## src/rtl/sfp_link_sequencer.sv

```systemverilog
// SFP+ bring-up/recovery sequencer: debounces presence, sequences TX_DISABLE and PHY reset,
// waits for transceiver ready and block lock, and retries a bounded number of times.
module sfp_link_sequencer #(
  parameter int p_DEBOUNCE_CYCLES = 1024,
  parameter int p_RESET_CYCLES    = 256,
  parameter int p_READY_TIMEOUT   = 1048576,
  parameter int p_LOCK_TIMEOUT    = 1048576,
  parameter int p_MAX_RETRIES     = 3
) (
  input  logic       i_clock,
  input  logic       i_reset_n,
  input  logic       i_sfp_los,
  input  logic       i_sfp_tx_fault,
  input  logic       i_sfp_mod0_prsnt_n,
  input  logic       i_tx_ready,
  input  logic       i_rx_ready,
  input  logic       i_rx_block_lock,
  output logic       o_sfp_tx_disable,
  output logic       o_phy_reset,
  output logic       o_link_up,
  output logic       o_fault,
  output logic [2:0] o_state,
  output logic [3:0] o_retry_count
);

  localparam int TMAX_A = (p_RESET_CYCLES > p_READY_TIMEOUT) ? p_RESET_CYCLES : p_READY_TIMEOUT;
  localparam int TMAX   = (TMAX_A > p_LOCK_TIMEOUT) ? TMAX_A : p_LOCK_TIMEOUT;
  localparam int TW     = $clog2(TMAX) + 1;
  localparam int DW     = $clog2(p_DEBOUNCE_CYCLES + 1);

  localparam logic [TW-1:0] RESET_LAST = TW'(p_RESET_CYCLES - 1);
  localparam logic [TW-1:0] READY_LAST = TW'(p_READY_TIMEOUT - 1);
  localparam logic [TW-1:0] LOCK_LAST  = TW'(p_LOCK_TIMEOUT - 1);
  localparam logic [DW-1:0] DB_FULL    = DW'(p_DEBOUNCE_CYCLES);
  localparam logic [3:0]    RETRY_MAX  = 4'(p_MAX_RETRIES);

  // Synchronizer lane order: {lock, rx_ready, tx_ready, prsnt_n, tx_fault, los}; prsnt_n resets to absent.
  localparam logic [5:0] SYNC_RST = 6'b000100;

  typedef enum logic [2:0] {
    ABSENT     = 3'd0,
    TX_OFF     = 3'd1,
    WAIT_READY = 3'd2,
    WAIT_LOCK  = 3'd3,
    LINK_UP    = 3'd4,
    RETRY      = 3'd5,
    FAILED     = 3'd6
  } state_t;

  logic [5:0]    sync_a, sync_b;
  logic          los_s, fault_s, prsnt_n_s, tx_ready_s, rx_ready_s, lock_s;
  logic          prsnt_prev, present_db;
  logic [DW-1:0] db_cnt, db_next;
  state_t        state_q, state_d;
  logic [TW-1:0] timer_q, timer_d;
  logic [3:0]    retry_q, retry_d;
  logic          active_d;

  always_ff @(posedge i_clock or negedge i_reset_n) begin
    if (!i_reset_n) begin
      sync_a <= SYNC_RST;
      sync_b <= SYNC_RST;
    end else begin
      sync_a <= {i_rx_block_lock, i_rx_ready, i_tx_ready,
                 i_sfp_mod0_prsnt_n, i_sfp_tx_fault, i_sfp_los};
      sync_b <= sync_a;
    end
  end

  assign los_s      = sync_b[0];
  assign fault_s    = sync_b[1];
  assign prsnt_n_s  = sync_b[2];
  assign tx_ready_s = sync_b[3];
  assign rx_ready_s = sync_b[4];
  assign lock_s     = sync_b[5];

  // db_next is the number of consecutive cycles the synchronized level has held, including this one.
  always_comb begin
    if (prsnt_n_s != prsnt_prev)
      db_next = DW'(1);
    else if (db_cnt == DB_FULL)
      db_next = db_cnt;
    else
      db_next = db_cnt + 1'b1;
  end

  always_ff @(posedge i_clock or negedge i_reset_n) begin
    if (!i_reset_n) begin
      prsnt_prev <= 1'b1;
      db_cnt     <= '0;
      present_db <= 1'b0;
    end else begin
      prsnt_prev <= prsnt_n_s;
      db_cnt     <= db_next;
      if (db_next == DB_FULL)
        present_db <= ~prsnt_n_s;
    end
  end

  always_comb begin
    state_d = state_q;
    case (state_q)
      ABSENT:     if (present_db) state_d = TX_OFF;
      TX_OFF:     if (timer_q >= RESET_LAST) state_d = WAIT_READY;
      WAIT_READY: begin
        if (fault_s)                        state_d = RETRY;
        else if (tx_ready_s && rx_ready_s)  state_d = WAIT_LOCK;
        else if (timer_q >= READY_LAST)     state_d = RETRY;
      end
      WAIT_LOCK: begin
        if (fault_s)                             state_d = RETRY;
        else if (lock_s && !los_s)               state_d = LINK_UP;
        else if (!los_s && timer_q >= LOCK_LAST) state_d = RETRY;
      end
      LINK_UP: begin
        if (fault_s)                                              state_d = RETRY;
        else if (!lock_s || los_s || !tx_ready_s || !rx_ready_s) state_d = TX_OFF;
      end
      RETRY:      state_d = (retry_q >= RETRY_MAX) ? FAILED : TX_OFF;
      FAILED:     state_d = FAILED;
      default:    state_d = ABSENT;
    endcase
    if (!present_db && state_q != ABSENT)
      state_d = ABSENT;
  end

  // Retry count is bumped on entry to RETRY so the RETRY cycle already sees the new count.
  always_comb begin
    timer_d = timer_q;
    retry_d = retry_q;
    if (state_d != state_q)
      timer_d = '0;
    else if (!(state_q == WAIT_LOCK && los_s) && timer_q != '1)
      timer_d = timer_q + 1'b1;

    if (state_d == ABSENT)
      retry_d = '0;
    else if (state_d == LINK_UP && state_q != LINK_UP)
      retry_d = '0;
    else if (state_d == RETRY && state_q != RETRY && retry_q < RETRY_MAX)
      retry_d = retry_q + 4'd1;

    active_d = (state_d == WAIT_READY) || (state_d == WAIT_LOCK) || (state_d == LINK_UP);
  end

  always_ff @(posedge i_clock or negedge i_reset_n) begin
    if (!i_reset_n) begin
      state_q          <= ABSENT;
      timer_q          <= '0;
      retry_q          <= '0;
      o_sfp_tx_disable <= 1'b1;
      o_phy_reset      <= 1'b1;
      o_link_up        <= 1'b0;
      o_fault          <= 1'b0;
    end else begin
      state_q          <= state_d;
      timer_q          <= timer_d;
      retry_q          <= retry_d;
      o_sfp_tx_disable <= ~active_d;
      o_phy_reset      <= ~active_d;
      o_link_up        <= (state_d == LINK_UP);
      o_fault          <= (state_d == FAILED);
    end
  end

  assign o_state       = state_q;
  assign o_retry_count = retry_q;

endmodule

```

## config.mk

```make
export PLATFORM = sky130hd
export DESIGN_NAME = sfp_link_sequencer
export DESIGN_NICKNAME = d
export VERILOG_FILES = /design/src/rtl/sfp_link_sequencer.sv
export SDC_FILE = /design/constraint.sdc
export NUM_CORES = 1
export LEC_CHECK = 0
export BUFFER_PORTS_ARGS = -buffer_cell sky130_fd_sc_hd__buf_2
export CELL_PAD_IN_SITES_DETAIL_PLACEMENT = 1
export CELL_PAD_IN_SITES_GLOBAL_PLACEMENT = 2
export CORE_MARGIN = 1.5
export CORE_UTILIZATION = 39
export CTS_CLUSTER_DIAMETER = 150
export CTS_CLUSTER_SIZE = 12
export DETAILED_ROUTE_END_ITERATION = 12
export PLACE_DENSITY = 0.8
export SLEW_MARGIN = 30
export SYNTH_ARGS = -nofsm -noshare
export SYNTH_HDL_FRONTEND = slang
export SYNTH_SLANG_ARGS = --single-unit
```

## constraint.sdc

```tcl
create_clock -name i_clock -period 2.9 [get_ports i_clock]
set_input_delay 0.145 -clock i_clock [delete_from_list [all_inputs] [get_ports i_clock]]
set_output_delay 0.145 -clock i_clock [all_outputs]
set_load 0.05 [all_outputs]
```

==> results of run 1 <==
final timing paths:
check	slack (ns)	endpoint
setup / recovery	0.30	o_retry_count[2]
hold reg to reg	0.37	sync_b[3]
setup reg to reg	0.30	o_retry_count[2]
max in group asynchronous	1.89	sync_b[2]
min in group asynchronous	0.39	o_link_up
hold / removal	0.37	sync_b[3]
cells by family after synthesis:
group | after synthesis | share of synthesized area
AND/OR/NAND/NOR | 140 | 0.272
AO/OA/AOI/OAI | 34 | 0.0889
adder cells (fa/ha/maj) | 4 | 0.0173
XOR/XNOR | 31 | 0.0936
buffers and inverters | 19 | 0.0298
multiplexers | 4 | 0.0138
flip-flops | 56 | 0.485
cell usage after synthesis, types with 3 or more instances:
master | number | share of area
nand4_1 | 9 | 0.019
dfrtp_1 | 52 | 0.45
inv_1 | 9 | 0.012
xnor2_1 | 12 | 0.036
mux2i_1 | 4 | 0.014
nand2b_1 | 7 | 0.015
nor2_1 | 46 | 0.060
clkbuf_1 | 4 | 0.0052
and3_1 | 8 | 0.017
nand3_1 | 14 | 0.024
nor2b_1 | 7 | 0.015
ha_1 | 4 | 0.017
nor4_1 | 5 | 0.011
nand2_1 | 16 | 0.021
o21ai_1 | 3 | 0.0052
buf_4 | 3 | 0.0078
dfstp_2 | 4 | 0.036
xor2_1 | 19 | 0.057
a21oi_1 | 5 | 0.0086
buf_2 | 3 | 0.0052
nor3_1 | 7 | 0.012
power groups by stage:
stage          Sequential [mW]  Combinational [mW]  Clock (mW)
2_1_floorplan            0.833              0.0416           0
3_3_place_gp             0.840              0.0736           0
3_5_place_dp             0.841              0.0761           0
4_1_cts                  0.826              0.0841       0.474
5_1_grt                  0.829              0.0955       0.503
6_report                 0.826              0.0832       0.456
stage by stage:
stage                     instances  instance area, um^2
final                           417                 3290
after global routing            417                 3290
after CTS                       417                 3280
after detailed placement        402                 3120
after global placement          402                 3110
after floorplan                 288                 2900
sequential cells by signal, summed over array words and instances (netlist names):
register and flops:
o_fault 1, db_cnt 11, o_state 3, o_phy_reset 1
o_link_up 1, sync_b 6, prsnt_prev 1, present_db 1
o_retry_count 4, timer_q 21, sync_a 6
routing by layer:
layer / vias up / part of all wire / global-route usage
li1: 1081 / - / -
met5: - / 0 / 0
met3: 12 / 0.014 / 0.0277
met2: 19 / 0.50 / 0.323
met4: 0 / 0.017 / 0.0573
met1: 1152 / 0.46 / 0.253
cell type report:
cell class              count  area share
clock inverters             3     0.00762
multi-input cells         213       0.430
clock buffers               5      0.0209
repair buffers             32      0.0655
inverters                   9      0.0103
well taps                  99      0.0377
flip-flops and latches     56       0.428
worst max-delay path, stage by stage, from the launching register on:
cell	delay, ns
dfrtp_1	0.42
ha_1	0.23
o31ai_1	0.37
o32ai_1	0.23
a2111oi_2	0.38
nand2_1	0.10
a311o_1	0.35
a21oi_1	0.29
nor2b_1	0.10
what timing repair did:
action                                  4_1_cts  5_1_grt
hold buffers                                  7        0
endpoints found under the setup margin        0        4
gates resized for setup                       0        1
endpoints found under the hold margin        50        0
==> flow_summary.yaml, run 1 <==
synth:
  syn_area_per_cell_um2: 10.1
  synth-seq-cells: 56
  ys_seq_area_frac: 0.485
  synth.distinct_cells: 56
  synth-async-reset-ratio: 1.00
  synth_area_um2: 2900
  synth_cells: 288
  synth_warnings: 0
  ys.flop_type: "dfrtp_1"
  synth_edf_count: 0
  synth_fp_nets: 300
place:
  preCtsSetupSlack_ns: 0.260
  portBuffers: 18
  place_hpwl_mm: 5.02
  place_congestion: 0.867
final_layout:
  layout_commonest_cell: "dfrtp_1"
  nFillCells: 840
  register_area_um2: 1410
  layout_common_cells: "dfrtp_1 (52), nor2_1 (46), xor2_1 (19), buf_2 (17), nand2_1 (16)"
  final_util: 0.455
  multi_input_area_um2: 1410
  syn_to_final_growth_pct: 13.3
  nets: 329
  antenna_cells: 0
  drive_above_1_share: 0.142
sta:
  worst_pin_slew_ns: 0.621
  relSlewSlack: 0.586
  rsz0062_at_grt: "false"
  hold_ws_ns: 0.366
  slew_viol_final: 0
  setup_tns_ns: 0
  fin_crit_sh: 0.896
  setup_slack_ns: 0.301
  hold_viol_final: 0
  fmax_ghz: 0.385
  min_period_ns: 2.60
  setup_violations: 0
  clock-skew-final_ns: 0.0142
critical_path:
  start_kind: "register"
  reg2reg_from: "o_retry_count[0]"
  r2r_cells: 8
  end_kind: "register"
  required_ns: 3.09
  critical_path_peak_fanout: 4
  critPathArrivalTime_ns: 2.79
  startpoint: "o_retry_count[0]"
  worst-setup-path-type: "reg -> reg"
cts:
  root_buffer: "clkbuf_8"
  clock_latency_ns: 0.32
  cts_tree: "yes"
  htree_levels: 2
  cts_buffer_depth: 2
  cts_buffers: 5
  postCtsSetupBuffers: 0
  clk_pin_slew_ns: 0.11
  cts_sinks: 56
detailed_routing:
  routed-via-count: 2264
  first_pass_iters: 4
  vias_per_cell: 5.43
  wl_per_cell_um: 16.6
  drc: 0
  wl_mm: 6.90
  ant_nets: 0
  initialDrtViolationCount: 113
pwr:
  p_switching_mw: 0.353
  clkPwrFrac: 0.334
  p_per_area_nw_per_um2: 416
  seq_power_share: 0.605
  p_int_mw: 1.01
  peakVddDrop_v: 0.000200
  switching_share: 0.258
  power.total_mw: 1.37
  comb_power_share: 0.061
  power_leakage_nw: 1.46
hold_path:
  min_from: "sync_a[3]"
  min_path_type: "reg -> reg"
  whs_path_depth: 0
global_route:
  grt.total_usage: 0.191
  grt_overflow: 0
  antenna_found_initial: 0
  grt_max_degree: 49
  grt_pass1_vias: 2354
  grt_pass1_wl_mm: 11.6
status:
  status: "completed"
floorplanning:
  ios: 19
  die_area_um2: 7960
  die_x_um: 89.2
  fp.coreArea_um2: 7210
  start_util: 0.402
  die_h_um: 89.2
  num_rows: 31
run:
  drv_cap: 0
(Power assumes the default switching activity.)
==> inputs of run 2 (changes only) <==
--- a/config.mk
+++ b/config.mk
@@ -6,14 +6,15 @@
 export NUM_CORES = 1
 export LEC_CHECK = 0
 export BUFFER_PORTS_ARGS = -buffer_cell sky130_fd_sc_hd__buf_2
+export CAP_MARGIN = 20
 export CELL_PAD_IN_SITES_DETAIL_PLACEMENT = 1
 export CELL_PAD_IN_SITES_GLOBAL_PLACEMENT = 2
 export CORE_MARGIN = 1.5
 export CORE_UTILIZATION = 39
-export CTS_CLUSTER_DIAMETER = 150
 export CTS_CLUSTER_SIZE = 12
 export DETAILED_ROUTE_END_ITERATION = 12
 export PLACE_DENSITY = 0.8
+export RECOVER_POWER = 100
 export SLEW_MARGIN = 30
 export SYNTH_ARGS = -nofsm -noshare
 export SYNTH_HDL_FRONTEND = slang
==> run 2 against run 1 <==
Hold slack about the same. Final cell count unchanged. Register-to-register slack about the same. Sequential cell count unchanged. Die area unchanged. Clock power about the same. Clock skew about the same. Sequential share of layout area up 0.44 points. Critical path depth unchanged. Count of clock-buffer cells in the layout unchanged. Global-route usage unchanged. Worst setup slack worse by 0.0043 ns.
==> flow_summary.yaml, run 2 (synthesis results as in run 1) <==
critical_path:
  critical_path_peak_fanout: 5
  critPathMaxStageDelay_ns: 0.43
  reg2reg_from: "timer_q[0]"
  critPathTopFamily: "compound AO/OA/AOI/OAI gates"
  r2r_setup_slack_ns: 0.30
  startpoint: "timer_q[0]"
  worst-setup-path-type: "reg -> reg"
  critPathArrivalTime_ns: 2.79
  cp_slowest_cell: "dfrtp_1"
  end_kind: "register"
  r2r_cells: 8
  critPathBufInv: 0
  r2r_end: "o_retry_count[2]"
  crit_chain: "ha_1 > a21oi_1 > nor4_4 > a211oi_1 > a21boi_0 > a311o_1 > a21oi_1 > nor2b_1"
  cpMostUsedCell: "a21oi_1"
  required_ns: 3.09
  start_kind: "register"
detailed_routing:
  vias_per_cell: 5.38
  routed-via-count: 2245
  ant_nets: 0
  initialDrtViolationCount: 107
  wl_per_cell_um: 16.5
  first_pass_iters: 4
  drc: 0
  wl_mm: 6.87
sta:
  fmax_ghz: 0.384
  hold_viol_final: 0
  setup_violations: 0
  relSlewSlack: 0.203
  slew_viol_final: 0
  min_period_ns: 2.60
  hold_ws_ns: 0.366
  setup_slack_ns: 0.296
  fin_crit_sh: 0.898
  rsz0062_at_grt: "false"
  clock-skew-final_ns: 0.0138
  worst_pin_slew_ns: 1.20
  setup_tns_ns: 0
cts:
  cts_buffers: 5
  htree_levels: 2
  clk_pin_slew_ns: 0.11
  cts_tree: "yes"
  clock_latency_ns: 0.32
  cts_buffer_depth: 2
  cts_sinks: 56
  postCtsSetupBuffers: 0
  root_buffer: "clkbuf_8"
floorplanning:
  die_area_um2: 7960
  start_util: 0.402
  fp.coreArea_um2: 7210
  die_h_um: 89.2
  ios: 19
  num_rows: 31
  die_x_um: 89.2
final_layout:
  stdcell_area_um2: 3250
  drive_above_1_share: 0.0912
  antenna_cells: 0
  layout.cells.non_filler: 417
  top_register: "timer_q"
  largest_register_ffs: 21
  reg_top3: "timer_q: 21 flops, db_cnt: 11 flops"
  layout_common_cells: "dfrtp_1 (52), nor2_1 (46), xor2_1 (19), nand2_1 (16)"
  syn_to_final_growth_pct: 12.1
  layout_commonest_cell: "dfrtp_1"
  nets: 329
pwr:
  switching_share: 0.259
  clkPwrFrac: 0.335
  peakVddDrop_v: 0.000200
  p_per_area_nw_per_um2: 419
  p_int_mw: 1.01
  power_leakage_nw: 1.40
  p_switching_mw: 0.352
  seq_power_share: 0.606
  comb_power_share: 0.058
place:
  place_congestion: 0.867
  place_hpwl_mm: 5.02
  preCtsSetupSlack_ns: 0.260
  place_area_um2: 3120
  place_inst: 402
  portBuffers: 18
global_route:
  grt.total_usage: 0.191
  grt_pass1_vias: 2354
  grt_overflow: 0
  grt_pass1_wl_mm: 11.6
  grt_max_degree: 49
  antenna_found_initial: 0
run:
  drv_cap: 0
hold_path:
  holdPathEnd: "sync_b[3]"
  min_from: "sync_a[3]"
  min_path_type: "reg -> reg"
  whs_path_depth: 0
status:
  status: "completed"
==> run 2: area by class of cell <==
cell class,count,area [um^2]
clock buffer,5,68.8
tap,99,124
multi-input combinational,213,1410
timing repair buffer,32,188
inverter,9,33.8
sequential,56,1410
clock inverter,3,25.0
fill,844,3960
==> run 2: how the worst max path moves through the flow <==
stage,depth (start not counted),slack (ns),end
after floorplan,8,0.34,o_retry_count[0]
final,8,0.30,o_retry_count[2]
after global routing,8,0.04,o_retry_count[3]
after CTS,8,0.24,o_retry_count[3]
after detailed placement,8,0.26,o_retry_count[3]
after global placement,8,0.26,o_retry_count[1]
==> run 2: worst register-to-register path: stages, from the launching register on <==
cell	delay, ns
dfrtp_1	0.43
ha_1	0.26
a21oi_1	0.33
nor4_4	0.11
a211oi_1	0.36
a21boi_0	0.23
a311o_1	0.36
a21oi_1	0.29
nor2b_1	0.10
==> run 2: power by group through the flow <==
stage | Combinational (mW) | Sequential, mW | Clock, mW
after floorplan | 0.0416 | 0.833 | 0
after global placement | 0.0736 | 0.840 | 0
after detailed placement | 0.0761 | 0.841 | 0
after CTS | 0.0841 | 0.826 | 0.474
after global routing | 0.0919 | 0.829 | 0.503
final | 0.0795 | 0.826 | 0.456
==> run 2: timing repair <==
action | CTS | global route
endpoints found under the hold margin | 50 | 0
setup endpoints to repair | 0 | 4
hold buffers | 7 | 0
resized for setup | 0 | 1
==> run 2: stage by stage <==
step,utilization,total power [mW]
after floorplan,-,0.874
after global placement,0.432,0.913
after detailed placement,0.432,0.917
after CTS,0.455,1.38
after global routing,0.451,1.42
final,0.451,1.36
==> run 2: layer usage <==
layer  part of all wire  vias up  global-route usage
met1               0.45     1131               0.253
met2               0.51       25               0.323
met3              0.021       12              0.0277
met5                  0        -                   0
met4              0.017        0              0.0573
li1                   -     1077                   -
==> inputs of run 3 (changes only) <==
--- a/config.mk
+++ b/config.mk
@@ -9,6 +9,7 @@
 export CAP_MARGIN = 20
 export CELL_PAD_IN_SITES_DETAIL_PLACEMENT = 1
 export CELL_PAD_IN_SITES_GLOBAL_PLACEMENT = 2
+export CORE_ASPECT_RATIO = 2
 export CORE_MARGIN = 1.5
 export CORE_UTILIZATION = 39
 export CTS_CLUSTER_SIZE = 12
==> run 3 against run 2 <==
Sequential cell count did not move. Routed wire length rose by 11%. Largest cell class unchanged. Clock skew fell by 0.0086 ns.
==> flow_summary.yaml, run 3 (synthesis results as in run 1) <==
cts:
  root_buffer: "clkbuf_16"
  postCtsSetupBuffers: 0
  cts_buffer_depth: 2
  cts_buffers: 5
  clock_latency_ns: 0.30
  cts_sinks: 56
  clk_pin_slew_ns: 0.07
  cts_tree: "yes"
  htree_levels: 2
final_layout:
  largest_register_ffs: 21
  top_register: "timer_q"
  nFillCells: 833
  drive_above_1_share: 0.0988
  syn_to_final_growth_pct: 15.1
  reg_top3: "timer_q: 21 flops, db_cnt: 11 flops"
  antenna_cells: 0
  layout_commonest_cell: "dfrtp_1"
  nets: 335
  layout_common_cells: "dfrtp_1 (52), nor2_1 (46), xor2_1 (19), nand2_1 (16), clkbuf_1 (16)"
place:
  portBuffers: 18
  place_congestion: 0.816
  place_hpwl_mm: 5.84
floorplanning:
  ios: 19
  start_util: 0.402
  die_h_um: 125
  die_x_um: 64.0
  fp.coreArea_um2: 7210
  num_rows: 44
  die_area_um2: 7990
global_route:
  grt_pass1_vias: 2668
  grt_overflow: 0
  grt_pass1_wl_mm: 12.6
  antenna_found_initial: 0
  grt_max_degree: 49
  use_met1: 0.178
  grt.busiest_layer: "met2"
  grt_use_met3: 0.0279
  grt.total_usage: 0.205
  met2_usage: 0.435
sta:
  min_period_ns: 2.73
  clock-skew-final_ns: 0.00519
  rsz0062_at_grt: "false"
  setup_tns_ns: 0
  fmax_ghz: 0.366
  slew_viol_final: 0
  hold_viol_final: 0
  fin_crit_sh: 0.941
  worst_pin_slew_ns: 1.19
  relSlewSlack: 0.207
  setup_violations: 0
detailed_routing:
  drc: 0
  ant_nets: 0
  wl_per_cell_um: 18.3
  wl_mm: 7.59
  first_pass_iters: 4
  routed-via-count: 2289
  vias_per_cell: 5.50
  initialDrtViolationCount: 31
pwr:
  power_leakage_nw: 1.46
  power.total_mw: 1.59
  p_per_area_nw_per_um2: 476
  peakVddDrop_v: 0.000325
status:
  status: "completed"
critical_path:
  start_kind: "register"
  critical_path_peak_fanout: 4
  end_kind: "register"
  r2r_cells: 8
  worst-setup-path-type: "reg -> reg"
  critPathArrivalTime_ns: 2.90
  required_ns: 3.07
run:
  drv_cap: 0
hold_path:
  whs_path_depth: 0
  min_path_type: "reg -> reg"
-- run 3: per-layer routing --
metal / vias to the layer above / part of all wire
met5: - / 0
met4: 0 / 0.021
met3: 14 / 0.012
met2: 16 / 0.64
met1: 1174 / 0.33
li1: 1085 / -
-- run 3: path summary, 6_finish.rpt --
path	from	to	slack (ns)
max reg2reg	o_retry_count[0]	o_retry_count[1]	0.17
min reg2reg	sync_a[3]	sync_b[3]	0.35
min in group asynchronous	i_reset_n	sync_b[1]	0.62
max	o_retry_count[0]	o_retry_count[1]	0.17
min	sync_a[3]	sync_b[3]	0.35
max in group asynchronous	i_reset_n	sync_a[2]	1.42
-- run 3: through the flow --
step / cells / setup WS (ns) / util / hold slack (ns) / area [um^2]
floorplan: 288 / 0.343 / - / -0.151 / 2900
global placement: 401 / 0.105 / 0.437 / 0.250 / 3150
detailed placement: 401 / 0.0552 / 0.437 / 0.203 / 3150
CTS: 416 / 0.0770 / 0.470 / 0.353 / 3390
global route: 416 / 0.0148 / 0.463 / 0.353 / 3340
finish: 416 / 0.171 / 0.463 / 0.348 / 3340
-- run 3: final cells by class --
cell class                      instances  area (um^2)  area share
Clock buffer                            6          129      0.0386
Timing Repair Buffer                   38          226      0.0679
Clock inverter                          2         35.0      0.0105
Multi-Input combinational cell        213         1390       0.417
Tap cell                               92          115      0.0345
Inverter                                9         33.8      0.0101
Sequential cell                        56         1410       0.421
-- run 3: critical path, cell delays in order (launching register included) --
cell       delay [ns]
dfrtp_1          0.41
ha_1             0.22
o31ai_1          0.46
o32ai_1          0.25
a2111oi_2        0.41
nand2_1          0.10
a311o_1          0.36
a21oi_1          0.31
nor2_1           0.09
-- run 3: repair_timing --
action | in CTS | in global routing
endpoints found under the setup margin | 0 | 4
hold endpoints to repair | 49 | 0
gates resized for setup | 0 | 1
hold buffers | 7 | 0
-- run 3: report_power, final --
group	switching [mW]	total, mW	leakage, nW	internal, mW
combinational	0.0584	0.0945	0.658	0.0360
sequential	0.0180	0.819	0.725	0.801
clock	0.268	0.674	0.0808	0.407
total	0.344	1.59	1.46	1.24
